File: src/rtl/clk_meas_pkg.sv
// Shared types and helpers for the slow-clock measurement block.
package clk_meas_pkg;

    localparam int unsigned FactorWidth = 5;

    typedef enum logic [1:0] {
        StIdle    = 2'd0,
        StArm     = 2'd1,
        StMeasure = 2'd2
    } meas_state_e;

    // Bit index of a single-bit value; 0 when not a power of two or when v == 1.
    function automatic logic [FactorWidth-1:0] log2_pow2(input logic [31:0] v);
        logic [FactorWidth-1:0] k;
        k = '0;
        if (v > 32'd1 && (v & (v - 32'd1)) == 32'd0) begin
            for (int i = 0; i < 32; i++) begin
                if (v[i]) k = FactorWidth'(i);
            end
        end
        return k;
    endfunction

endpackage

File: src/rtl/clk_meas_if.sv
// Control input, clock under test and measurement results of clk_meas.
interface clk_meas_if
    import clk_meas_pkg::*;
#(
    parameter int unsigned SIZE = 32
);
    logic                   clk_meas_en;
    logic                   clk_meas_in;
    logic [SIZE-1:0]        clk_meas_period;
    logic [SIZE-1:0]        clk_meas_high;
    logic [FactorWidth-1:0] clk_meas_factor;
    logic                   clk_meas_valid;
    logic                   clk_meas_done;
    logic                   clk_meas_stable;
    logic                   clk_meas_timeout;

    modport master (
        output clk_meas_en, clk_meas_in,
        input  clk_meas_period, clk_meas_high, clk_meas_factor,
        input  clk_meas_valid, clk_meas_done, clk_meas_stable, clk_meas_timeout
    );

    modport slave (
        input  clk_meas_en, clk_meas_in,
        output clk_meas_period, clk_meas_high, clk_meas_factor,
        output clk_meas_valid, clk_meas_done, clk_meas_stable, clk_meas_timeout
    );
endinterface

File: src/rtl/clk_meas_sync.sv
// Multi-stage synchronizer for the slow input plus a registered rising-edge detector.
module clk_meas_sync #(
    parameter int unsigned SYNC_STAGES = 2
) (
    input  logic clk_i,
    input  logic rst_i,
    input  logic in_i,
    output logic level_o,
    output logic rise_o
);
    logic [SYNC_STAGES-1:0] sync_q;
    logic                   prev_q;

    always_ff @(posedge clk_i or posedge rst_i) begin
        if (rst_i) begin
            sync_q <= '0;
            prev_q <= 1'b0;
        end else begin
            sync_q <= {sync_q[SYNC_STAGES-2:0], in_i};
            prev_q <= sync_q[SYNC_STAGES-1];
        end
    end

    assign level_o = sync_q[SYNC_STAGES-1];
    assign rise_o  = sync_q[SYNC_STAGES-1] & ~prev_q;
endmodule

File: src/rtl/clk_meas.sv
// Measures period, high time and power-of-two divide factor of an asynchronous
// slow clock in fsys cycles, with done/stable/timeout status.
module clk_meas
    import clk_meas_pkg::*;
#(
    parameter int unsigned SIZE        = 32,
    parameter int unsigned SYNC_STAGES = 2
) (
    input logic       clk_meas_fsys,
    input logic       clk_meas_rst,
    clk_meas_if.slave bus
);
    meas_state_e            state_q, state_d;
    logic [SIZE-1:0]        cnt_q, cnt_d, hcnt_q, hcnt_d;
    logic [SIZE-1:0]        period_q, period_d, high_q, high_d;
    logic [FactorWidth-1:0] factor_q, factor_d;
    logic                   valid_q, valid_d, done_q, done_d;
    logic                   stable_q, stable_d, timeout_q, timeout_d;
    logic                   level, rise, cnt_sat;

    clk_meas_sync #(
        .SYNC_STAGES(SYNC_STAGES)
    ) u_sync (
        .clk_i  (clk_meas_fsys),
        .rst_i  (clk_meas_rst),
        .in_i   (bus.clk_meas_in),
        .level_o(level),
        .rise_o (rise)
    );

    assign cnt_sat = (cnt_q == '1);

    always_comb begin
        state_d   = state_q;
        cnt_d     = cnt_q;
        hcnt_d    = hcnt_q;
        period_d  = period_q;
        high_d    = high_q;
        factor_d  = factor_q;
        valid_d   = valid_q;
        done_d    = 1'b0;
        stable_d  = stable_q;
        timeout_d = timeout_q;

        // Both counters saturate rather than wrap.
        if (rise) cnt_d = SIZE'(1);
        else if (!cnt_sat) cnt_d = cnt_q + SIZE'(1);
        if (rise) hcnt_d = SIZE'(1);
        else if (level && hcnt_q != '1) hcnt_d = hcnt_q + SIZE'(1);

        if (!bus.clk_meas_en) begin
            state_d   = StIdle;
            cnt_d     = '0;
            hcnt_d    = '0;
            valid_d   = 1'b0;
            stable_d  = 1'b0;
            timeout_d = 1'b0;
        end else begin
            case (state_q)
                StIdle: state_d = StArm;
                StArm: begin
                    if (rise) state_d = StMeasure;
                end
                StMeasure: begin
                    if (rise) begin
                        period_d  = cnt_q;
                        high_d    = hcnt_q;
                        factor_d  = log2_pow2(32'(cnt_q));
                        valid_d   = 1'b1;
                        done_d    = 1'b1;
                        timeout_d = 1'b0;
                        stable_d  = valid_q && (cnt_q == period_q);
                    end else if (cnt_sat) begin
                        timeout_d = 1'b1;
                        valid_d   = 1'b0;
                        stable_d  = 1'b0;
                        state_d   = StArm;
                    end
                end
                default: state_d = StIdle;
            endcase
        end
    end

    always_ff @(posedge clk_meas_fsys or posedge clk_meas_rst) begin
        if (clk_meas_rst) begin
            state_q   <= StIdle;
            cnt_q     <= '0;
            hcnt_q    <= '0;
            period_q  <= '0;
            high_q    <= '0;
            factor_q  <= '0;
            valid_q   <= 1'b0;
            done_q    <= 1'b0;
            stable_q  <= 1'b0;
            timeout_q <= 1'b0;
        end else begin
            state_q   <= state_d;
            cnt_q     <= cnt_d;
            hcnt_q    <= hcnt_d;
            period_q  <= period_d;
            high_q    <= high_d;
            factor_q  <= factor_d;
            valid_q   <= valid_d;
            done_q    <= done_d;
            stable_q  <= stable_d;
            timeout_q <= timeout_d;
        end
    end

    assign bus.clk_meas_period  = period_q;
    assign bus.clk_meas_high    = high_q;
    assign bus.clk_meas_factor  = factor_q;
    assign bus.clk_meas_valid   = valid_q;
    assign bus.clk_meas_done    = done_q;
    assign bus.clk_meas_stable  = stable_q;
    assign bus.clk_meas_timeout = timeout_q;
endmodule

File: src/flat_wrapper.sv
// flat-port wrapper written by rule: the top's interface ports become plain ports
module clk_meas_flat import clk_meas_pkg::*;
#(
    parameter int unsigned SIZE        = 32,
    parameter int unsigned SYNC_STAGES = 2
)
  (clk_meas_fsys, clk_meas_rst, bus_clk_meas_en, bus_clk_meas_in, bus_clk_meas_period, bus_clk_meas_high, bus_clk_meas_factor, bus_clk_meas_valid, bus_clk_meas_done, bus_clk_meas_stable, bus_clk_meas_timeout);
  clk_meas_if #(.SIZE(SIZE)) bus_i ();
  input logic clk_meas_fsys;
  input logic clk_meas_rst;
  input wire logic [$bits(bus_i.clk_meas_en)-1:0] bus_clk_meas_en;
  input wire logic [$bits(bus_i.clk_meas_in)-1:0] bus_clk_meas_in;
  output wire logic [$bits(bus_i.clk_meas_period)-1:0] bus_clk_meas_period;
  output wire logic [$bits(bus_i.clk_meas_high)-1:0] bus_clk_meas_high;
  output wire logic [$bits(bus_i.clk_meas_factor)-1:0] bus_clk_meas_factor;
  output wire logic [$bits(bus_i.clk_meas_valid)-1:0] bus_clk_meas_valid;
  output wire logic [$bits(bus_i.clk_meas_done)-1:0] bus_clk_meas_done;
  output wire logic [$bits(bus_i.clk_meas_stable)-1:0] bus_clk_meas_stable;
  output wire logic [$bits(bus_i.clk_meas_timeout)-1:0] bus_clk_meas_timeout;
  assign bus_i.clk_meas_en = bus_clk_meas_en;
  assign bus_i.clk_meas_in = bus_clk_meas_in;
  assign bus_clk_meas_period = bus_i.clk_meas_period;
  assign bus_clk_meas_high = bus_i.clk_meas_high;
  assign bus_clk_meas_factor = bus_i.clk_meas_factor;
  assign bus_clk_meas_valid = bus_i.clk_meas_valid;
  assign bus_clk_meas_done = bus_i.clk_meas_done;
  assign bus_clk_meas_stable = bus_i.clk_meas_stable;
  assign bus_clk_meas_timeout = bus_i.clk_meas_timeout;
  clk_meas #(.SIZE(SIZE), .SYNC_STAGES(SYNC_STAGES)) u_core (.clk_meas_fsys(clk_meas_fsys), .clk_meas_rst(clk_meas_rst), .bus(bus_i));
endmodule
File: config.mk
export PLATFORM = sky130hd
export DESIGN_NAME = clk_meas_flat
export DESIGN_NICKNAME = d
export VERILOG_FILES = /design/src/rtl/clk_meas_pkg.sv /design/src/rtl/clk_meas_if.sv /design/src/rtl/clk_meas_sync.sv /design/src/rtl/clk_meas.sv /design/src/flat_wrapper.sv
export SDC_FILE = /design/constraint.sdc
export NUM_CORES = 1
export LEC_CHECK = 0
export BUFFER_PORTS_ARGS = -buffer_cell sky130_fd_sc_hd__buf_4
export CORE_MARGIN = 3
export CORE_UTILIZATION = 59
export CTS_CLUSTER_DIAMETER = 150
export DETAILED_ROUTE_END_ITERATION = 16
export GPL_TIMING_DRIVEN = 0
export PLACE_DENSITY = 0.8
export SYNTH_ARGS = -nofsm -noshare
export SYNTH_HDL_FRONTEND = slang
export SYNTH_SLANG_ARGS = --single-unit
export TNS_END_PERCENT = 10
File: constraint.sdc
create_clock -name clk_meas_fsys -period 6.38 [get_ports clk_meas_fsys]
set_clock_uncertainty 0.05 [all_clocks]
set_input_delay 1.276 -clock clk_meas_fsys [delete_from_list [all_inputs] [get_ports clk_meas_fsys]]
set_output_delay 1.276 -clock clk_meas_fsys [all_outputs]
set_load 0.01 [all_outputs]
==> flow_metrics.env <==
export IMPL_status="finished, final reports clean"
export IMPL_path_clk_slew_ns=0.06
export IMPL_p_leak_nw=4.00
export IMPL_place_detailed_hpwl_um=14300
export IMPL_syn_inst=749
export IMPL_cts_num_sinks=142
export IMPL_path_class="flip-flop to flip-flop"
export IMPL_maxSlewViolCount=0
export IMPL_fillers=910
export IMPL_gp_congestion=0.921
export IMPL_ios=77
export IMPL_yosys_area_top_type="dfrtp_1"
export IMPL_initial_core_util=0.608
export IMPL_synth_cell_type_count=63
export IMPL_numCtsBuffers=17
export IMPL_synthTopCellsByArea="dfrtp_1 48%, mux2_2 6.9%, xnor2_1 4.9%, xor2_1 4.9%, nor2_1 4.1%"
export IMPL_ctsResizeCount=0
export IMPL_drtIter0Drc=544
export IMPL_maxSlewHeadroom=0.398
export IMPL_drv_cap=0
export IMPL_synth_seq_cells=142
export IMPL_hold_path_depth=0
export IMPL_rsz0062_at_grt="false"
export IMPL_die_y_um=118
export IMPL_crit_path_end_kind="flip-flop"
export IMPL_drive_above_1_share=0.204
export IMPL_critPathRequiredTime_ns=6.69
export IMPL_dr_total_vias=6139
export IMPL_syn2layout_area_growth_pct=18.7
export IMPL_io_buffers=76
export IMPL_fin_setup_tns_ns=0
export IMPL_grt_ovfl_total=0
export IMPL_route_detailed_drc=0
export IMPL_wl_per_cell_um=19.7
export IMPL_whs_endpoint="u_core.u_sync.sync_q[1]$_DFF_PP0_"
export IMPL_antenna_found_initial=0
export IMPL_tightest_slew_ns=0.903
export IMPL_cts_tree="built"
export IMPL_ys_flop_type="dfrtp_1"
export IMPL_insertedDiodeCount=0
export IMPL_grt_pass1_vias=6094
export IMPL_die_width_um=118
export IMPL_busiest_layer="met2"
export IMPL_min_from="u_core.u_sync.sync_q[0]$_DFF_PP0_"
export IMPL_finalSetupViolCount=0
export IMPL_ir_drop_mv=0.177
export IMPL_start_kind="flip-flop"
export IMPL_worstPathArrival_ns=4.17
export IMPL_cts_hold_buf=0
export IMPL_crit_fanout=8
export IMPL_rr_worst_depth=10
export IMPL_root_buffer="clkbuf_16"
export IMPL_max_clock_path_buffers=2
export IMPL_fmax_mhz=259
export IMPL_fin_cells=1024
export IMPL_vias_per_cell=6.00
export IMPL_ys_seq_area_frac=0.484
export IMPL_row_count=40
export IMPL_die_area_mm2=0.0138
export IMPL_synth_nets=757
export IMPL_grt_use_total=0.300
export IMPL_use_met1=0.386
export IMPL_synth_area_mm2=0.00734
export IMPL_grt_use_met3=0.0557
export IMPL_htree_num_levels=4
export IMPL_r2r_start="u_core.cnt_q[1]$_DFFE_PP0P_"
export IMPL_synth_enable_flop_cells=0
export IMPL_hold_viol=0
export IMPL_yosys_warnings=0
export IMPL_p_per_area_mw_per_mm2=224
export IMPL_fin_crit_ns=3.87
export IMPL_post_cts_setup_buffer_count=0
export IMPL_fin_nets=853
export IMPL_antenna_left=0
export IMPL_ys_async_sr_fraction=1.00
export IMPL_dpl_cell_count=994
export IMPL_syn_mean_instance_area_um2=9.80
export IMPL_use_met2=0.516
export IMPL_finalWirelength_um=20200
export IMPL_design_core_area_mm2=0.0121
export IMPL_yosys_area_top_type_share=0.484
export IMPL_grt_max_degree=99
export IMPL_worstHoldPathType="flip-flop to flip-flop"
export IMPL_r2r_end="u_core.bus.clk_meas_factor[4]$_DFFE_PP0P_"
export IMPL_insertion_delay_ns=0.42
export IMPL_post_route_period_util=0.606
export IMPL_r2r_slack_ns=2.51
export IMPL_dr_pass1_iters=5
export IMPL_grt_pass1_wl_um=32800
-- power by group --
group          leakage, nW  switching (mW)  internal [mW]
clock network        0.267           0.374          0.578
logic                 1.76          0.0594         0.0251
registers             1.97         0.00679          0.907
total                 4.00           0.441           1.51
-- synth_stat cells, types with 21 or more instances --
cell type,instances
o21ai_0,40
nand4_1,31
xnor2_1,41
a21oi_1,22
xor2_1,41
clkbuf_1,36
nor3_1,21
nand2_1,51
mux2_2,45
nand3_1,27
nor2_1,80
dfrtp_1,142
-- state kept, by name (all words and copies together), names as in the netlist --
name	flops
u_core.bus.clk_meas_stable	1
u_core.hcnt_q	32
u_core.state_q	2
u_core.bus.clk_meas_timeout	1
u_core.bus.clk_meas_done	1
u_core.u_sync.prev_q	1
u_core.bus.clk_meas_period	32
u_core.bus.clk_meas_valid	1
u_core.bus.clk_meas_high	32
u_core.cnt_q	32
u_core.u_sync.sync_q	2
u_core.bus.clk_meas_factor	5
-- per-stage QoR --
| step | area [µm²] | power, mW | utilization | hold slack, ns | worst slack (ns) |
|---|---|---|---|---|---|
| final | 8710 | 1.95 | 0.722 | 0.299 | 2.51 |
| after floorplan | 7340 | 0.982 | - | 0.281 | 1.24 |
| after CTS | 8710 | 1.96 | 0.722 | 0.299 | 2.64 |
| after global placement | 8120 | 1.01 | 0.673 | 0.292 | -0.210 |
| after global routing | 8710 | 2.01 | 0.722 | 0.329 | 2.39 |
| after detailed placement | 8150 | 1.01 | 0.676 | 0.288 | 2.65 |
-- cell type report --
class                   count  area, µm²  area share
repair buffers             77        598      0.0686
plain buffers              55        229      0.0263
flip-flops and latches    142       3550       0.408
multi-input cells         531       3480       0.399
inverters                  21       83.8     0.00962
clock inverters            11        119      0.0136
clock buffers              19        443      0.0508
well taps                 168        210      0.0241
-- cells by family (layout without fill, tap and decap cells) --
| logic type | count (synthesis) | after routing | synth area share |
|---|---|---|---|
| AND/OR/NAND/NOR | 289 | 289 | 0.207 |
| flip-flops | 142 | 142 | 0.484 |
| AO/OA/AOI/OAI | 109 | 109 | 0.0902 |
| XOR/XNOR | 82 | 82 | 0.0979 |
| buffers and inverters | 76 | 183 | 0.0419 |
| multiplexers | 46 | 46 | 0.0704 |
| adder cells (fa/ha/maj) | 5 | 5 | 0.00835 |
-- critical path, stage by stage (launching register included) --
cell,delay (ns)
dfrtp_1,0.38
buf_2,0.17
inv_1,0.13
ha_1,0.26
nor3b_1,0.64
nand4_1,0.40
o21ai_0,0.36
o22ai_1,0.11
or4b_2,0.76
nor4_4,0.37
a22o_1,0.18
-- worst max-delay path by stage --
| stage | slack (ns) | end | startpoint |
|---|---|---|---|
| detailed placement | 2.65 | u_core.bus.clk_meas_factor[4]$_DFFE_PP0P_ | u_core.cnt_q[1]$_DFFE_PP0P_ |
| finish | 2.51 | u_core.bus.clk_meas_factor[4]$_DFFE_PP0P_ | u_core.cnt_q[1]$_DFFE_PP0P_ |
| CTS | 2.64 | u_core.bus.clk_meas_factor[4]$_DFFE_PP0P_ | u_core.cnt_q[1]$_DFFE_PP0P_ |
| global route | 2.39 | u_core.bus.clk_meas_factor[2]$_DFFE_PP0P_ | u_core.cnt_q[1]$_DFFE_PP0P_ |
| floorplan | 1.24 | u_core.bus.clk_meas_done$_DFF_PP0_ | clk_meas_rst |
| global placement | -0.21 | u_core.bus.clk_meas_factor[4]$_DFFE_PP0P_ | clk_meas_rst |
-- layout by cell type (no fill, tap or decap), drive strengths merged, types with 3 or more instances in the layout --
master and n:
clkinv 5, or2 5, clkbuf 55, o22ai 5, inv 21, nor4 22
a31oi 6, or3 8, clkinvlp 4, nand3b 3, o21bai 3, and2 5
ha 4, dfrtp 142, o21ai 44, nand2 51, nand4 32, and3 5
xor2 41, mux2 45, a22o 5, o211ai 3, nand3 27, nand2b 5
buf 96, o31ai 3, or4 10, nor3 21, a21oi 22, xnor2 41
and4 10, nor2 80, nor2b 3
-- routing by layer --
| layer | routed length [µm] | vias up |
|---|---|---|
| li1 | - | 2837 |
| met3 | 1140 | 39 |
| met2 | 10300 | 226 |
| met5 | 0 | - |
| met4 | 561 | 0 |
| met1 | 8160 | 3037 |
(Power assumes the default switching activity.)
